### config.mk
export PLATFORM = sky130hd
export DESIGN_NAME = ones_enumerator
export DESIGN_NICKNAME = d
export VERILOG_FILES = /design/src/rtl/ones_enumerator.sv
export SDC_FILE = /design/constraint.sdc
export NUM_CORES = 1
export LEC_CHECK = 0
export BUFFER_PORTS_ARGS = -buffer_cell sky130_fd_sc_hd__clkbuf_2
export CAP_MARGIN = 20
export CORE_UTILIZATION = 53
export CTS_CLUSTER_SIZE = 8
export DETAILED_ROUTE_END_ITERATION = 6
export HOLD_SLACK_MARGIN = 0.15
export PLACE_DENSITY_LB_ADDON = 0.3
export SLEW_MARGIN = 25
export SYNTH_ARGS = -nofsm -noshare
export SYNTH_HDL_FRONTEND = slang
export SYNTH_SLANG_ARGS = --single-unit
### constraint.sdc
create_clock -name clk -period 2 [get_ports clk]
set_clock_uncertainty 0.05 [all_clocks]
set_input_delay 0.1 -clock clk [delete_from_list [all_inputs] [get_ports clk]]
set_output_delay 0.1 -clock clk [all_outputs]
set_load 0.01 [all_outputs]
### src/rtl/ones_enumerator.sv
// Expands a word into the LSB-first list of its set-bit positions, one beat per
// set bit, with a last flag and the frame's total ones count on every beat.
module ones_enumerator #(
  parameter int unsigned DATA_WIDTH = 8
) (
  input  logic                          clk,
  input  logic                          resetn,
  input  logic [DATA_WIDTH-1:0]         din,
  input  logic                          din_valid,
  output logic                          din_ready,
  output logic [$clog2(DATA_WIDTH)-1:0] dout_idx,
  output logic [$clog2(DATA_WIDTH):0]   dout_count,
  output logic                          dout_empty,
  output logic                          dout_last,
  output logic                          dout_valid,
  input  logic                          dout_ready
);

  localparam int unsigned IDX_W = $clog2(DATA_WIDTH);
  localparam int unsigned CNT_W = IDX_W + 1;

  typedef enum logic [0:0] {
    IDLE = 1'b0,
    EMIT = 1'b1
  } state_t;

  state_t                state, state_next;
  logic [DATA_WIDTH-1:0] residual, residual_next;
  logic [CNT_W-1:0]      count_reg, count_next;
  logic                  zero_flag, zero_next;
  logic                  is_last;
  logic                  beat_xfer;

  function automatic logic [CNT_W-1:0] popcount(input logic [DATA_WIDTH-1:0] v);
    logic [CNT_W-1:0] cnt;
    cnt = '0;
    for (int unsigned i = 0; i < DATA_WIDTH; i++) begin
      cnt = cnt + CNT_W'(v[i]);
    end
    return cnt;
  endfunction

  // Scans from the top down so the final hit is the lowest set bit.
  function automatic logic [IDX_W-1:0] lowest_set(input logic [DATA_WIDTH-1:0] v);
    logic [IDX_W-1:0] idx;
    idx = '0;
    for (int unsigned i = DATA_WIDTH; i > 0; i--) begin
      if (v[i-1]) begin
        idx = IDX_W'(i - 1);
      end
    end
    return idx;
  endfunction

  always_comb begin
    is_last   = zero_flag ||
                ((residual != '0) && ((residual & (residual - 1'b1)) == '0));
    beat_xfer = (state == EMIT) && dout_ready;
  end

  always_ff @(posedge clk or negedge resetn) begin
    if (!resetn) begin
      state     <= IDLE;
      residual  <= '0;
      count_reg <= '0;
      zero_flag <= 1'b0;
    end else begin
      state     <= state_next;
      residual  <= residual_next;
      count_reg <= count_next;
      zero_flag <= zero_next;
    end
  end

  always_comb begin
    state_next    = state;
    residual_next = residual;
    count_next    = count_reg;
    zero_next     = zero_flag;
    unique case (state)
      IDLE: begin
        if (din_valid) begin
          state_next    = EMIT;
          residual_next = din;
          count_next    = popcount(din);
          zero_next     = (din == '0);
        end
      end
      EMIT: begin
        if (beat_xfer) begin
          if (is_last) begin
            state_next    = IDLE;
            residual_next = '0;
            zero_next     = 1'b0;
          end else begin
            residual_next = residual & (residual - 1'b1);
          end
        end
      end
      default: state_next = IDLE;
    endcase
  end

  always_comb begin
    din_ready  = (state == IDLE);
    dout_valid = 1'b0;
    dout_idx   = '0;
    dout_count = '0;
    dout_empty = 1'b0;
    dout_last  = 1'b0;
    if (state == EMIT) begin
      dout_valid = 1'b1;
      dout_idx   = zero_flag ? '0 : lowest_set(residual);
      dout_count = count_reg;
      dout_empty = zero_flag;
      dout_last  = is_last;
    end
  end

endmodule
==> results.cfg <==
[critical_path]
worst_setup_path_start_kind = primary input
r2r-end = state
r2r_cells = 6
critPathMaxFanout = 2
critPathRequiredTime_ns = 2.17
critPathCaptureType = flip-flop
cp_common_cell = fa_1
cp_cell_sequence = buf_6 -> fa_1 -> inv_1 -> fa_1 -> fa_1 -> inv_2 -> ha_4 -> inv_2 -> fa_2 -> xor2_1 -> o21ai_1
timing.rr.start = residual[3]
crit_path_max_incr_delay_ns = 0.54
crit_cells = 11
crit_family = adder cells
critPathArrivalTime_ns = 2.60
critPathCapture = count_reg[2]
worstSetupPathType = primary input to flip-flop
critPathBufInv = 4
critPathLaunch = din[0]
regToRegSetupSlack_ns = 0.18
crit_slowest_cell = fa_1

[placed_design]
io_buffers = 22
place_ws_ns = -0.7624
gp_congestion = 0.8272
dp.final_hpwl_um = 1943
place_area_um2 = 1225

[yosys]
synth_top_cell_by_area = dfrtp_1
synth_fp_nets = 147
yosysSeqAreaShare_pct = 34.23
synth_top_family_by_area = simple AND/OR/NAND/NOR gates
synthAdderAreaFrac_pct = 13.69
syn_area_um2 = 1023
ys_ff_latch = 14
synthMuxAreaShare_pct = 1.956
yosys-top-cells-count = inv_1 (17), o21ai_0 (15), dfrtp_1 (14)
synth_top_flop_cell = dfrtp_1
synth_edf_count = 0
async_reset_ff_share_pct = 100.0
synth_cells = 127
synth_compound_area_share_pct = 16.01
synthDistinctLibCells = 28
synth_warnings = 0
syn_area_per_cell_um2 = 8.059
netlist.area_leader.share_pct = 34.23
synth_xor_xnor_area_share_pct = 1.711
synth_area_leaders = dfrtp_1 (34%), fa_1 (7.8%), o21ai_0 (7.3%), inv_1 (6.2%), ha_1 (4.9%)
yosysMostFrequentCell = inv_1
synth_simple_gate_area_share_pct = 23.23

[power_and_ir_drop]
finalPower_mw = 1.976
p_per_area_nw_per_um2 = 1405
ir_drop_uv = 873.1
leakagePower_nw = 0.7035

[global_route]
grt_first_pass_wirelength_um = 4416
track_usage_pct = 30.86
grt_start_max_net_pins = 15
antenna_found_initial = 0
grt_pass1_vias = 1008
overflow = 0

[outcome]
status = finished with violations
violations = negative setup slack

[floorplan]
die_width_um = 45.95
num_io_pins = 23
die-height_um = 45.95
core-area_um2 = 1764
num_rows = 15
die_area_um2 = 2111
initial_core_util_pct = 58.01

[layout]
final_area_um2 = 1406
largest_reg_flops = 8
antenna_cells = 0
area_growth_pct = 37.41
layout-drive-gt1-share_pct = 28.57
fillers = 135
nets = 189
post-route-util_pct = 79.72

[flow_run]
drv_cap = 0

[clock_network]
tritoncts = built
numCtsBuffers = 3
cts.clk_slew.worst_paths_ns = 0.09
cts_buffer_depth = 2
clk_latency_ns = 0.28
cts.sinks = 14
cts_root_buffer = clkbuf_4
htree_levels = 1

[timing]
slew_viol_final = 0
min_period_ns = 2.439
hold_violations = 0
period_share_pct = 122.0
fmax_mhz = 409.9
setup_slack_ns = -0.4394
final-setup-viol-count = 5
worst-slew-pin-transition_ns = 0.5008
rsz0062_at_grt = true
slew_headroom_pct = 66.55
hold_slack_ns = 0.1874

[routing]
wl_per_cell_um = 14.54
wirelength_um = 2806
routed-via-count = 1080
antenna_left = 0
first_pass_iters = 4
drc_errors = 0
viasPerCell = 5.596
drt_iter0_drc = 26

[hold_path]
hp-class = primary input to flip-flop
-- layout make-up --
| type | count | area, um^2 | area share, % |
|---|---|---|---|
| timing repair buffer | 44 | 306.5 | 21.80 |
| inverter | 17 | 63.81 | 4.537 |
| clock buffer | 4 | 36.28 | 2.580 |
| multi-input combinational | 89 | 618.1 | 43.95 |
| tap | 25 | 31.28 | 2.224 |
| sequential | 14 | 350.3 | 24.91 |
-- repair_timing --
action / in CTS / in global routing
endpoints found under the setup margin: 5 / 5
resized for setup: 7 / 4
endpoints found under the hold margin: 23 / 0
buffers inserted: 2 / 1
hold buffers: 10 / 0
pin swaps: 4 / 7
-- cell families (layout without fill, tap and decap cells) --
kind of cell | after synthesis | in the layout
AOI/OAI and AO/OA | 28 | 28
xor gates and xnor gates | 2 | 2
adders and majority gates | 9 | 9
buffers and inverters | 24 | 65
DFF | 14 | 14
muxes | 2 | 2
and+or+nand+nor | 48 | 48
-- how the worst min path moves through the flow --
| stage | startpoint | end | slack [ns] | cells past startpoint |
|---|---|---|---|---|
| 3_5_place_dp | resetn | state | -0.02 | 1 |
| 6_report | din[6] | residual[6] | 0.19 | 4 |
| 2_1_floorplan | resetn | count_reg[0] | -0.25 | 0 |
| 4_1_cts | din[5] | zero_flag | 0.18 | 5 |
| 3_3_place_gp | resetn | count_reg[0] | -0.03 | 1 |
| 5_1_grt | din[5] | zero_flag | 0.21 | 5 |
-- per-stage QoR --
step,setup TNS [ns],cells
floorplan,-1.299,127
global placement,-1.876,177
detailed placement,-2.210,177
CTS,-1.089,193
global route,-1.551,193
finish,-1.215,193
-- worst reg2reg max path: cells and delay by family, from the launching register on --
family	cells	cell delay, ns
and+or+nand+nor	2	0.67
AOI/OAI and AO/OA	2	0.29
xor gates and xnor gates	1	0.15
DFF	1	0.40
buffers and inverters	1	0.14
-- routing by layer --
metal | track usage (%) | vias to the layer above | part of all wire [%]
li1 | - | 508 | -
met1 | 36.50 | 506 | 41
met2 | 48.17 | 49 | 47
met3 | 7.540 | 17 | 7.1
met4 | 22.35 | 0 | 4.7
met5 | 0 | - | 0
-- power breakdown --
group | internal (mW) | leakage (nW) | switching (mW)
registers | 0.388 | 0.182 | 0.151
clock network | 0.111 | 0.0210 | 0.0994
logic | 0.588 | 0.501 | 0.638
-- cells in the final DEF (no fill, tap or decap), types with 2 or more instances in the layout --
cell           count
clkbuf_2          20
inv_1             15
dfrtp_1           14
o21ai_0           12
buf_4             12
nand2_1           11
dlygate4sd3_1     10
nor2_1             7
nor3_1             7
and2_1             5
nand3_1            5
nor4_1             4
a21oi_1            3
o21ai_1            3
fa_1               3
ha_1               3
clkbuf_4           3
inv_2              2
nand2b_1           2
xor2_1             2
nor2b_1            2
a22o_1             2
mux2i_1            2
No activity file was read; power rests on OpenSTA's default activity.
